File: config.mk
export PLATFORM = sky130hd
export DESIGN_NAME = switch_port
export DESIGN_NICKNAME = d
export VERILOG_FILES = /design/src/rtl/switch_pkg.sv /design/src/rtl/switch_port_fifo.sv /design/src/rtl/switch_port.sv
export SDC_FILE = /design/constraint.sdc
export NUM_CORES = 1
export LEC_CHECK = 0
export ABC_AREA = 1
export BUFFER_PORTS_ARGS = -buffer_cell sky130_fd_sc_hd__buf_2
export CAP_MARGIN = 15
export CORE_ASPECT_RATIO = 1.75
export CORE_MARGIN = 3
export CORE_UTILIZATION = 55
export CTS_CLUSTER_DIAMETER = 100
export DETAILED_ROUTE_END_ITERATION = 8
export HOLD_SLACK_MARGIN = 0.1
export PLACE_DENSITY = 0.8
export SLEW_MARGIN = 25
export SYNTH_ARGS = -nofsm -noshare
export SYNTH_HDL_FRONTEND = slang
export SYNTH_HIERARCHICAL = 1
export SYNTH_SLANG_ARGS = --single-unit
export TNS_END_PERCENT = 10
File: constraint.sdc
create_clock -name clock -period 6.6 [get_ports clock]
set_input_delay 1.32 -clock clock [delete_from_list [all_inputs] [get_ports clock]]
set_output_delay 1.32 -clock clock [all_outputs]
set_load 0.03 [all_outputs]
File: src/rtl/switch_pkg.sv
// Shared types for the per-core Switch port adapter.
// Lanes carry IEEE-754 single-precision bit patterns so the datapath stays synthesizable.
package switch_pkg;

  typedef logic [31:0] lane_t;

  typedef enum logic [1:0] {
    R_IDLE,
    R_REQ,
    R_WAIT
  } recv_state_t;

  function automatic logic core_idx_legal(input int unsigned idx, input int unsigned self,
                                          input int unsigned size);
    return (idx != self) && (idx < size);
  endfunction

endpackage

File: src/rtl/switch_port_fifo.sv
// Outbound message FIFO: registered head, count-based full/empty.
module switch_port_fifo
  import switch_pkg::*;
#(
  parameter int unsigned WIDTH          = 2,
  parameter int unsigned CORE_ADDR_SIZE = 2,
  parameter int unsigned SEND_DEPTH     = 4
) (
  input  logic                      clock,
  input  logic                      reset,
  input  logic                      push,
  input  logic [CORE_ADDR_SIZE-1:0] push_idx,
  input  lane_t                     push_data [WIDTH],
  input  logic                      pop,
  output logic                      full,
  output logic                      empty,
  output logic [CORE_ADDR_SIZE-1:0] head_idx,
  output lane_t                     head_data [WIDTH]
);

  localparam int unsigned PTR_W = $clog2(SEND_DEPTH);
  localparam logic [PTR_W:0] FULL_COUNT = SEND_DEPTH[PTR_W:0];

  logic [PTR_W-1:0]          wr_ptr_q, rd_ptr_q;
  logic [PTR_W:0]            count_q;
  logic [CORE_ADDR_SIZE-1:0] mem_idx  [SEND_DEPTH];
  lane_t                     mem_data [SEND_DEPTH][WIDTH];
  logic                      do_push, do_pop;

  assign full    = (count_q == FULL_COUNT);
  assign empty   = (count_q == '0);
  assign do_pop  = pop && !empty;
  // A full FIFO still accepts a push when the head leaves in the same cycle.
  assign do_push = push && (!full || do_pop);

  always_ff @(posedge clock) begin
    if (reset) begin
      wr_ptr_q <= '0;
      rd_ptr_q <= '0;
      count_q  <= '0;
    end else begin
      if (do_push) wr_ptr_q <= wr_ptr_q + 1'b1;
      if (do_pop)  rd_ptr_q <= rd_ptr_q + 1'b1;
      case ({do_push, do_pop})
        2'b10:   count_q <= count_q + 1'b1;
        2'b01:   count_q <= count_q - 1'b1;
        default: count_q <= count_q;
      endcase
    end
  end

  always_ff @(posedge clock) begin
    if (do_push) begin
      mem_idx[wr_ptr_q] <= push_idx;
      for (int i = 0; i < int'(WIDTH); i++) mem_data[wr_ptr_q][i] <= push_data[i];
    end
  end

  // Storage is not reset, so the head is masked to zero while empty.
  always_comb begin
    head_idx = empty ? '0 : mem_idx[rd_ptr_q];
    for (int i = 0; i < int'(WIDTH); i++) head_data[i] = empty ? '0 : mem_data[rd_ptr_q][i];
  end

endmodule

File: src/rtl/switch_port.sv
// Per-core adapter to one Switch port: buffered outbound sends and a one-shot receive FSM.
module switch_port
  import switch_pkg::*;
#(
  parameter int unsigned WIDTH          = 2,
  parameter int unsigned CORE_SIZE      = 3,
  parameter int unsigned CORE_ADDR_SIZE = $clog2(CORE_SIZE),
  parameter int unsigned CORE_IDX       = 0,
  parameter int unsigned SEND_DEPTH     = 4
) (
  input  logic                      clock,
  input  logic                      reset,
  input  logic                      core_send_valid,
  input  logic [CORE_ADDR_SIZE-1:0] core_send_dst,
  input  lane_t                     core_send_data [WIDTH],
  output logic                      core_send_full,
  input  logic                      core_recv_valid,
  input  logic [CORE_ADDR_SIZE-1:0] core_recv_src,
  output logic                      core_recv_busy,
  output logic                      core_recv_done,
  output lane_t                     core_recv_data [WIDTH],
  output logic                      core_err,
  output logic                      send_ready,
  output logic [CORE_ADDR_SIZE-1:0] send_core_idx,
  output lane_t                     send_data [WIDTH],
  input  logic                      send_ok,
  output logic                      recv_request,
  output logic [CORE_ADDR_SIZE-1:0] recv_core_idx,
  input  logic                      recv_ready,
  input  lane_t                     recv_data [WIDTH]
);

  logic send_dst_ok, recv_src_ok, fifo_push, fifo_empty, send_err, recv_err, capture;
  recv_state_t state_q, state_d;
  logic [CORE_ADDR_SIZE-1:0] src_q, src_d;
  logic done_q, err_q;
  lane_t rdata_q [WIDTH];

  assign send_dst_ok = core_idx_legal(32'(core_send_dst), CORE_IDX, CORE_SIZE);
  assign recv_src_ok = core_idx_legal(32'(core_recv_src), CORE_IDX, CORE_SIZE);
  assign fifo_push   = core_send_valid && send_dst_ok;
  // When full the FIFO is non-empty, so send_ok alone decides whether a slot frees up.
  assign send_err    = core_send_valid && (!send_dst_ok || (core_send_full && !send_ok));

  switch_port_fifo #(
    .WIDTH          (WIDTH),
    .CORE_ADDR_SIZE (CORE_ADDR_SIZE),
    .SEND_DEPTH     (SEND_DEPTH)
  ) u_fifo (
    .clock     (clock),
    .reset     (reset),
    .push      (fifo_push),
    .push_idx  (core_send_dst),
    .push_data (core_send_data),
    .pop       (send_ok),
    .full      (core_send_full),
    .empty     (fifo_empty),
    .head_idx  (send_core_idx),
    .head_data (send_data)
  );

  assign send_ready = !fifo_empty;

  always_comb begin
    state_d  = state_q;
    src_d    = src_q;
    capture  = 1'b0;
    recv_err = 1'b0;
    unique case (state_q)
      R_IDLE: begin
        if (core_recv_valid) begin
          if (recv_src_ok) begin
            state_d = R_REQ;
            src_d   = core_recv_src;
          end else begin
            recv_err = 1'b1;
          end
        end
      end
      R_REQ: begin
        if (recv_ready) begin
          capture = 1'b1;
          state_d = R_IDLE;
        end else begin
          state_d = R_WAIT;
        end
      end
      R_WAIT: begin
        if (recv_ready) begin
          capture = 1'b1;
          state_d = R_IDLE;
        end
      end
      default: state_d = R_IDLE;
    endcase
  end

  always_ff @(posedge clock) begin
    if (reset) begin
      state_q <= R_IDLE;
      src_q   <= '0;
      done_q  <= 1'b0;
      err_q   <= 1'b0;
      for (int i = 0; i < int'(WIDTH); i++) rdata_q[i] <= '0;
    end else begin
      state_q <= state_d;
      src_q   <= src_d;
      done_q  <= capture;
      err_q   <= err_q | send_err | recv_err;
      if (capture) begin
        for (int i = 0; i < int'(WIDTH); i++) rdata_q[i] <= recv_data[i];
      end
    end
  end

  assign recv_request   = (state_q == R_REQ);
  assign recv_core_idx  = src_q;
  assign core_recv_busy = (state_q != R_IDLE);
  assign core_recv_done = done_q;
  assign core_recv_data = rdata_q;
  assign core_err       = err_q;

endmodule
**Yosys cells after proc, flatten, opt, wreduce, memory -nomap -nowiden**

Memories as Yosys holds them, arrays and structs flattened. A register that Yosys moved wholly into a read port is not among the register bits.
Cells that the tools add are included.
Widths: inputs -> output; s select.

- Register bits: 77
- Latch bits: 0
- Memory bits (writable): 264
- ROM bits: 0
- Input port bits: 138
- Word-level logic and storage cells: 69
- Memories kept: 2

- Add/subtract/negate cells: 4
- Multipliers: 0
- Divide/modulo/power cells: 0
- Order comparisons: 2
- Eq/ne operators: 8
- Shift-type cells: 0
- Mux-type cells: 20
- Bitwise operators: 2
- Reductions and logical operators: 22

Memory list:

| memory | words | bits a word | rd ports | clocked after memory_dff | wr ports | RTL line | RTL |
|---|---|---|---|---|---|---|---|
| u_fifo.mem_data | 4 | 64 | 1 | 1 | 1 | switch_port_fifo.sv:27 | `lane_t mem_data [SEND_DEPTH][WIDTH];` |
| u_fifo.mem_idx | 4 | 2 | 1 | 1 | 1 | switch_port_fifo.sv:26 | `logic [CORE_ADDR_SIZE-1:0] mem_idx [SEND_DEPTH];` |

Operators with widths:

| operator | number |
|---|---|
| $mux 32 | 2 |
| $mux 2 | 9 |
| $reduce_bool 2->1 | 4 |
| $logic_and 1x1->1 | 7 |
| $mux 1 | 7 |
| $ne 2x2->1 const B | 3 |
| $pmux 2 s3 | 1 |
| $pmux 3 s2 | 1 |
| $reduce_and 3->1 | 2 |
| $add 2x1->2 const B | 2 |
| $eq 2x1->1 const B | 2 |
| $eq 2x2->1 const B | 2 |
| $logic_not 1->1 | 4 |
| $lt 2x2->1 const B | 2 |
| $add 3x1->3 const B | 1 |
| $eq 3x3->1 const B | 1 |
| $logic_not 3->1 | 1 |
| $sub 3x1->3 const B | 1 |
| $logic_not 2->1 | 1 |
| $logic_or 1x1->1 | 2 |
| $or 1x1->1 | 2 |
| $reduce_or 2->1 | 1 |

**Longest topological paths before layout**

Gate-level depths: netlist (run 1).

- Word-level depth: 7
- Depth in mapped cells: 11
- Gate-level depth less buffers: 11

**Cells and area by module**

Netlist (run 1), hierarchy kept.

Modules (own cells, without submodules):

| module | instances | cells each | area each (µm²) | sequential area each (µm²) |
|---|---|---|---|---|
| switch_port_fifo | 1 | 844 | 10,674.0 | 8,107.8 |
| switch_port | 1 | 333 | 2,627.5 | 1,401.3 |

**Worst setup path after synthesis (run 1)**

Ideal clock, no wire load.

- Kind: in2reg
- Start: input port core_send_dst[0]
- End: memory u_fifo/mem_data[0][0] (netlist name) (enable)
- Setup time: 490 ps
- Arrival time: 4,558 ps
- Data required time: 6,110 ps
- Path slack: 1,552 ps
- Stages on the path: 4
- Buffers on the path: 0
- Path through: xor2_1 > and2_1 > o21ai_2 > nor2_1

- Cells in the longest elaborated chain, start to end: 6

Ends and longest elaborated chain:

| item | RTL line | RTL |
|---|---|---|
| start, declared | switch_port.sv:14 | `input logic [CORE_ADDR_SIZE-1:0] core_send_dst,` |
| $lt 2x2->1 or $reduce_bool 2->1 (tied branches) | switch_pkg.sv:15 | `return (idx != self) && (idx < size);` |
| $logic_and 1x1->1 (*) | switch_pkg.sv:15 |  |
| $logic_and 1x1->1 (*) | switch_port.sv:41 | `assign fifo_push = core_send_valid && send_dst_ok;` |
| named net fifo_push | switch_port.sv:33 | `logic send_dst_ok, recv_src_ok, fifo_push, fifo_empty, send_err, recv_err, capture;` |
| $logic_and 1x1->1 (*) | switch_port_fifo.sv:34 | `assign do_push = push && (!full \|\| do_pop);` |
| $mux 1 (*) | switch_port_fifo.sv:53 | `if (do_push) begin` |
| $mux 1 (implied by the code) (*) | switch_port_fifo.sv:55 | `for (int i = 0; i < int'(WIDTH); i++) mem_data[wr_ptr_q][i] <= push_data[i];` |
| end, declared | switch_port_fifo.sv:27 |  |

Mark *: on every way through the listed nets, which the timed path passes. The rest lies on a longest branch.

==> key figures, run 1 <==
Run status
  • Status: finished, final reports clean

Global routing
  • GRT Overall Usage: 23.4%
  • Vias in the first global route: 9609
  • Largest net degree at the start of global routing: 133
  • First-pass GRT wire length: 47300 um
  • Initial antenna violation count: 4
  • Total congestion overflow: 0

Pwr
  • Pwr dens: 425 mW/mm2
  • Worst VDD drop: 0.363 mV
  • Static Leak: 6.15 nW

Logic synthesis
  • Synth cell types: 29
  • Part of the Yosys area used for sequential elements: 71.5%
  • Area fraction of the dominant cell type after synthesis: 59.6%
  • Mapped Area: 0.0133 mm2
  • Synthesis-stage register bit count: 343
  • Syn nets: 1324
  • Syn_area_per_cell: 11.3 um2
  • Leading area contributor after synthesis: edfxtp_1
  • Ys Warns: 6
  • Cells after Synth: 1177
  • Main area contributors after synthesis: edfxtp_1 60%, dfxtp_1 12%, nor2_1 11%

Place
  • GPL Wtd Cong: 0.775
  • Post-Place Cells: 1695
  • PortBufs: 275
  • HPWL after detailed placement: 19400 um

Clock tree
  • Post-CTS Setup Repair Bufs: 0
  • CTS max path bufs: 3
  • CTS Buf Count: 29
  • CTS tree: yes
  • Clk pin slew, worst setup/hold paths: 0.07 ns
  • CTS root buffer: clkbuf_16
  • H-tree Lvls: 1
  • Clock tree sinks: 343
  • Worst-skew pair later-pin latency: 0.56 ns
  • Post-CTS sizing: 0
  • # hold bufs at CTS: 0

Timing
  • Clk_skew: 0.0253 ns
  • TNS Setup: 0 ns
  • Tcrit/Tclk final: 66.3%
  • Slew margin rel.: 33.2%
  • Final Hold Viols: 0
  • Max-slew violation count: 0
  • Min Tclk post-route: 4.38 ns
  • Maximum clock rate: 228 MHz
  • Worst slew pin tran: 1.00 ns
  • RSZ-0062 raised after global routing: no
  • Final setup fails: 0

Detailed routing
  • Via density per instance: 5.44
  • Post-route ant nets: 0
  • Post-DR wirelength/cell: 17.8 um
  • Router iterations before antenna repair: 5
  • DRT iter0 DRCs: 762
  • DRC Markers: 0
  • Total vias in the final route: 9515
  • Overall routed net length: 31000 um

Cells and area
  • Final non-filler cell total: 1748
  • NumNets Final: 1569
  • Final core utilization: 66.3%
  • Layout area overhead: 17.7%
  • Share of cells above drive strength 1: 23.8%

Floorplanning
  • Initial Utilization: 56.3%
  • I/O pin total: 276
  • Die area: 0.0262 mm2
  • Die Height: 212 um
  • Die W: 124 um
  • Rows: 74
  • Core area: 0.0236 mm2

Worst setup path
  • CP dominant cell by count: nor2_1
  • Critical path buffers and inverters: 2
  • CP required: 5.28 ns
  • WP data arrival: 3.06 ns
  • Crit Path Class: register to primary output
  • Critical path's top delay family: buffers and inverters
  • Max incr delay on CP: 0.78 ns
  • Critical Path Sink Type: primary output
  • CP Max Fanout: 83
  • Slowest cell on the critical path: buf_4
  • CP startpoint kind: register
  • CP Cell Sequence: buf_4 > nor2_1 > nor2_1 > o21ai_1 > a21oi_1 > buf_2

Worst hold path
  • Worst Hold Class: register to register

Job
  • Max-cap violation count: 0
-- cells in the final DEF, fill, tap and decap left out --
| cell type | synthesis | routed |
|---|---|---|
| ha_1 | 8 | 8 |
| clkinvlp_4 | 0 | 4 |
| nand2_2 | 2 | 2 |
| nand2_1 | 22 | 22 |
| nor2_1 | 406 | 402 |
| inv_2 | 4 | 3 |
| dfxtp_4 | 0 | 1 |
| o21ai_2 | 1 | 1 |
| and3_1 | 1 | 1 |
| inv_1 | 28 | 28 |
| or2_0 | 1 | 1 |
| clkinv_1 | 0 | 3 |
| dfxtp_1 | 79 | 77 |
| nand4_1 | 4 | 4 |
| and2_1 | 1 | 1 |
| or2_1 | 1 | 1 |
| a21oi_1 | 73 | 73 |
| dfxtp_2 | 0 | 1 |
| o21ai_0 | 97 | 97 |
| buf_2 | 24 | 275 |
| bufinv_16 | 0 | 3 |
| clkinv_2 | 0 | 6 |
| nand3_1 | 8 | 8 |
| inv_6 | 0 | 3 |
| xor2_1 | 1 | 1 |
| o21ai_1 | 102 | 102 |
| diode_2 | 0 | 2 |
| a21boi_0 | 1 | 1 |
| fa_1 | 1 | 1 |
| nor2_4 | 0 | 4 |
| clkinv_4 | 0 | 2 |
| buf_4 | 12 | 9 |
| clkbuf_16 | 0 | 29 |
| clkbuf_1 | 14 | 3 |
| edfxtp_1 | 264 | 264 |
| o21bai_1 | 1 | 1 |
-- worst reg2reg max path, stage by stage, from the launching register on --
cell and delay, ns:
dfxtp_1 0.34, inv_1 0.09, ha_1 0.32, nand2_2 0.06, buf_4 0.46, clkinv_2 0.88, nor2_1 0.34, nor2_1 0.08
-- through the flow --
| step | hold WS, ns | setup slack (ns) | total power, mW | area [um2] |
|---|---|---|---|---|
| 5_1_grt | 0.500 | 2.03 | 6.99 | 15700 |
| 3_3_place_gp | 0.453 | 2.82 | 4.99 | 14700 |
| 3_5_place_dp | 0.461 | 2.75 | 5.03 | 14700 |
| 4_1_cts | 0.473 | 2.23 | 6.70 | 15600 |
| 6_report | 0.469 | 2.22 | 6.65 | 15700 |
| 2_1_floorplan | 0.490 | 1.55 | 4.42 | 13300 |
-- per-layer routing --
layer  vias up  track usage (%)  part of all wire, %
li1       4515                -                    -
met3        54             5.48                  8.5
met4         4             10.2                  3.0
met2       422             42.6                   53
met5         -                0                0.068
met1      4520             25.4                   35
-- cells by family (layout without fill, tap and decap cells) --
| kind of cell | Yosys count | in the layout | share of synthesized area [%] |
|---|---|---|---|
| and+or+nand+nor | 446 | 446 | 12.8 |
| other | 0 | 2 | 0 |
| AOI/OAI and AO/OA | 275 | 275 | 10.4 |
| xor gates and xnor gates | 1 | 1 | 0.0659 |
| DFF | 343 | 343 | 71.5 |
| adders and majority gates | 9 | 9 | 0.903 |
| buffers and inverters | 103 | 368 | 4.28 |
-- worst paths after layout --
check | slack, ns | startpoint | cells after the start | endpoint
max | 2.22 | register | 6 | send_data[55]
min | 0.47 | recv_core_idx[0] | 2 | recv_core_idx[0]
max reg2reg | 3.94 | state_q[0] | 7 | core_recv_data[58]
min reg2reg | 0.47 | recv_core_idx[0] | 2 | recv_core_idx[0]
-- where the power goes --
group | leakage, nW | internal (mW) | switching [mW]
logic | 2.66 | 0.594 | 1.69
clock network | 0.445 | 0.926 | 0.736
registers | 3.05 | 2.57 | 0.132
total | 6.15 | 4.09 | 2.56
-- synthesized netlist by cell type (all sizes together) --
library cell  number
and3               1
nand2             24
clkbuf            20
a21boi             1
and2               1
o21bai             1
nor2             406
a21oi             73
xor2               1
fa                 1
o21ai            200
or2                2
buf               50
dfxtp             79
nand3              8
ha                 8
inv               33
edfxtp           264
nand4              4
-- flip-flops by register name (all words and copies together) (netlist names), named ones only --
| name | cells |
|---|---|
| core_err | 1 |
| core_recv_data | 64 |
| core_recv_done | 1 |
| recv_core_idx | 2 |
| state_q | 2 |
| u_fifo/count_q | 3 |
| u_fifo/mem_data | 256 |
| u_fifo/mem_idx | 8 |
| u_fifo/rd_ptr_q | 2 |
| u_fifo/wr_ptr_q | 2 |
-- layout make-up --
type / instances / area [um2]
Clock inverter: 19 / 191
Sequential cell: 343 / 9510
Antenna cell: 2 / 5.00
Multi-Input combinational cell: 731 / 3250
Fill cell: 1767 / 7960
Clock buffer: 32 / 737
Timing Repair Buffer: 284 / 1440
Tap cell: 304 / 380
Inverter: 33 / 130
Power figures use the tool's default switching activity.
==> run 2: changes to the inputs <==
--- a/config.mk
+++ b/config.mk
@@ -5,16 +5,16 @@
 export SDC_FILE = /design/constraint.sdc
 export NUM_CORES = 1
 export LEC_CHECK = 0
-export ABC_AREA = 1
+export ABC_AREA = 0
 export BUFFER_PORTS_ARGS = -buffer_cell sky130_fd_sc_hd__buf_2
 export CAP_MARGIN = 15
 export CORE_ASPECT_RATIO = 1.75
 export CORE_MARGIN = 3
-export CORE_UTILIZATION = 55
+export CORE_UTILIZATION = 49
 export CTS_CLUSTER_DIAMETER = 100
 export DETAILED_ROUTE_END_ITERATION = 8
 export HOLD_SLACK_MARGIN = 0.1
-export PLACE_DENSITY = 0.8
+export PLACE_DENSITY = 0.76
 export SLEW_MARGIN = 25
 export SYNTH_ARGS = -nofsm -noshare
 export SYNTH_HDL_FRONTEND = slang
==> constraint.sdc (replaced) <==
create_clock -name clock -period 3.8 [get_ports clock]
set_input_delay 0.76 -clock clock [delete_from_list [all_inputs] [get_ports clock]]
set_output_delay 0.76 -clock clock [all_outputs]
set_load 0.03 [all_outputs]
==> run 2 against run 1 <==
Compared with the run above: first-iteration DRC count is 45% lower; combinational power is 41% lower; critical endpoint is now send_data[27]; area after synthesis is 1.5% lower; clock skew is 0.014 ns lower; clock power is 80% higher; worst setup slack worse by 1.6 ns; cell count is 18% lower; sequential cell count stayed put; synthesized cell count is 32% lower; register-to-register slack worse by 2.4 ns; die area is 10% higher.
==> key figures, run 2 <==
Job
  • Max-cap violation count: 0 (unchanged)

Floorplanning
  • Die W: 130 um (+4.9%)
  • I/O pin total: 276 (unchanged)
  • Die Height: 222 um (+5.0%)
  • Initial Utilization: 50.1% (-6.3 points)
  • Die area: 0.0288 mm2 (+10%)
  • Core area: 0.0262 mm2 (+11%)
  • Rows: 78 (+5.4%)

Worst setup path
  • Reg2reg path depth: 4 (-3)
  • CP Max Fanout: 18 (-78%)
  • CP startpoint kind: register
  • Worst R2R End: u_fifo/mem_data[3][25]
  • CP required: 3.04 ns (-2.24 ns)
  • Critical path buffers and inverters: 2 (unchanged)
  • Slowest cell on the critical path: dfxtp_4
  • Critical path's top delay family: flip-flops
  • Max incr delay on CP: 0.59 ns (-0.19 ns)
  • R2R setup slack: 1.58 ns (-2.36 ns)
  • Crit Path Class: register to primary output
  • WP data arrival: 2.42 ns (-0.64 ns)
  • Worst r2r src: u_fifo/count_q[0]
  • Critical Path Sink Type: primary output
  • CP Cell Sequence: buf_4 > mux4_2 > nor2b_1 > buf_2

Logic synthesis
  • Main area contributors after synthesis: edfxtp_1 61%, dfxtp_1 12%, mux4_2 11%
  • Ys Warns: 6 (unchanged)
  • Synthesis-stage register bit count: 343 (unchanged)
  • Asr flop ratio synth: 0% (unchanged)
  • Syn nets: 952 (-28%)
  • Leading area contributor after synthesis: edfxtp_1
  • Synth cell types: 40 (+38%)
  • Syn_area_per_cell: 16.3 um2 (+44%)
  • Part of the Yosys area used for sequential elements: 72.6% (+1.1 points)
  • Mapped Area: 0.0131 mm2 (-1.5%)
  • Post-synth top cells: 264 x edfxtp_1, 131 x nand2_1, 79 x dfxtp_1
  • Post-synth EDFFs: 264 (unchanged)
  • Most common flop cell mapped by yosys: edfxtp_1
  • Area fraction of the dominant cell type after synthesis: 60.5% (+0.92 points)
  • Count leader, synth: edfxtp_1
  • Cells after Synth: 805 (-32%)

Worst hold path
  • Hold path depth: 1 (-1)
  • Min-delay src: core_send_data[47]
  • Hold Path End: u_fifo/mem_data[3][47]
  • Worst Hold Class: input port to register

Clock tree
  • H-tree Lvls: 1 (unchanged)
  • Post-CTS Setup Repair Bufs: 0 (unchanged)
  • CTS max path bufs: 3 (unchanged)
  • CTS root buffer: clkbuf_16
  • # hold bufs at CTS: 0 (unchanged)
  • CTS Buf Count: 30 (+3.4%)
  • Worst-skew pair later-pin latency: 0.56 ns (about the same)
  • Clock tree sinks: 343 (unchanged)
  • Post-CTS sizing: 0 (unchanged)
  • CTS tree: yes
  • Clk pin slew, worst setup/hold paths: 0.07 ns (about the same)

Place
  • Dpl ws: 0.628 ns (-2.12 ns)
  • HPWL after detailed placement: 19500 um (+0.96%)
  • GPL Wtd Cong: 0.789 (+1.8%)
  • PortBufs: 275 (unchanged)

Detailed routing
  • Post-route ant nets: 0 (unchanged)
  • Via density per instance: 5.36 (-1.5%)
  • DRT iter0 DRCs: 421 (-45%)
  • Router iterations before antenna repair: 5 (unchanged)
  • Overall routed net length: 28700 um (-7.5%)
  • DRC Markers: 0 (unchanged)
  • Post-DR wirelength/cell: 20.1 um (+13%)
  • Total vias in the final route: 7664 (-19%)

Global routing
  • First-pass GRT wire length: 43900 um (-7.1%)
  • Largest net degree at the start of global routing: 67 (-50%)
  • Vias in the first global route: 8028 (-16%)
  • GRT Overall Usage: 19.8% (-3.6 points)
  • Initial antenna violation count: 4 (unchanged)
  • Total congestion overflow: 0 (unchanged)

Cells and area
  • Most frequent cells in the layout: 275 x buf_2, 264 x edfxtp_1, 130 x nand2_1
  • NumNets Final: 1231 (-22%)
  • Reg with most FFs: u_fifo/mem_data
  • Layout area overhead: 21.1%
  • Commonest non-fill, non-tap cell in the layout: buf_2
  • Final core utilization: 60.7% (-5.6 points)
  • Share of cells above drive strength 1: 38.4% (+15 points)
  • Max reg flops: 256 (unchanged)

Timing
  • Clk_skew: 0.0116 ns (-0.0137 ns)
  • Max-slew violation count: 0 (unchanged)
  • Maximum clock rate: 315 MHz
  • RSZ-0062 raised after global routing: no
  • Final Hold Viols: 0 (unchanged)
  • Worst slew pin tran: 0.871 ns (-0.130 ns)
  • Final WS setup: 0.623 ns (-1.60 ns)
  • Tcrit/Tclk final: 83.6%
  • Min Tclk post-route: 3.18 ns
  • TNS Setup: 0 ns (unchanged)
  • Final setup fails: 0 (unchanged)
  • Slew margin rel.: 41.9% (+8.7 points)

Pwr
  • PnR Total Power: 8.63 mW (+30%)
  • Static Leak: 5.82 nW (-5.3%)
  • Worst VDD drop: 0.386 mV (+6.5%)
  • Pwr dens: 544 mW/mm2 (+28%)

Run status
  • Status: finished, final reports clean
-- run 2: changes by cell type after synthesis, sizes merged, moves of 6 or more --
cell    delta
o21ai    -198
buf       -16
and2       +6
mux4      +66
nand2b     +8
nor2     -398
inv       -21
nor2b     +68
nand2    +107
-- run 2: how the worst max path moves through the flow --
stage | slack (ns) | end | start | cells past startpoint
2_1_floorplan | 0.24 | u_fifo/mem_data[2][0] | core_send_dst[0] | 6
3_5_place_dp | 0.63 | u_fifo/mem_data[3][26] | core_send_dst[0] | 7
3_3_place_gp | 0.71 | u_fifo/mem_data[3][22] | core_send_dst[0] | 7
4_1_cts | 0.55 | send_data[27] | register | 4
5_1_grt | 0.47 | send_data[27] | register | 4
6_report | 0.62 | send_data[27] | register | 4
-- run 2: logic make-up (layout without fill, tap and decap cells) --
kind of cell	Yosys count	after routing	synth area share, %
buffers and inverters	62	364	2.37
other	0	3	0
multiplexers	70	70	11.7
XOR/XNOR	6	6	0.401
AO/OA/AOI/OAI	84	84	3.59
adder cells (fa/ha/maj)	9	9	0.917
flip-flops	343	343	72.6
AND/OR/NAND/NOR	231	231	8.47
-- run 2: cell type report --
cell class / count / area (um2)
flip-flops and latches: 343 / 9520
repair buffers: 296 / 1620
diodes: 3 / 7.51
well taps: 320 / 400
fillers: 1902 / 10300
inverters: 13 / 48.8
clock buffers: 38 / 853
clock inverters: 17 / 123
multi-input cells: 400 / 3290
-- run 2: metrics by stage --
| step | instance area (um2) | std cells | hold slack [ns] |
|---|---|---|---|
| final | 15900 | 1430 | 0.413 |
| after CTS | 15900 | 1427 | 0.387 |
| after global routing | 15900 | 1428 | 0.399 |
| after floorplan | 13100 | 805 | 0.465 |
| after detailed placement | 14900 | 1372 | 0.443 |
| after global placement | 14900 | 1372 | 0.439 |
-- run 2: layer usage --
| layer | track usage (%) | routed length (um) | up-vias |
|---|---|---|---|
| met1 | 22.3 | 9960 | 3733 |
| met3 | 5.44 | 2410 | 69 |
| li1 | - | - | 3525 |
| met4 | 8.42 | 1150 | 8 |
| met2 | 34.8 | 15100 | 329 |
| met5 | 0 | 35 | - |
-- run 2: power by group --
| group | switching [mW] | internal, mW |
|---|---|---|
| Combinational | 0.869 | 0.476 |
| Sequential | 0.0823 | 4.21 |
| Clock | 1.33 | 1.66 |
| Total | 2.28 | 6.35 |
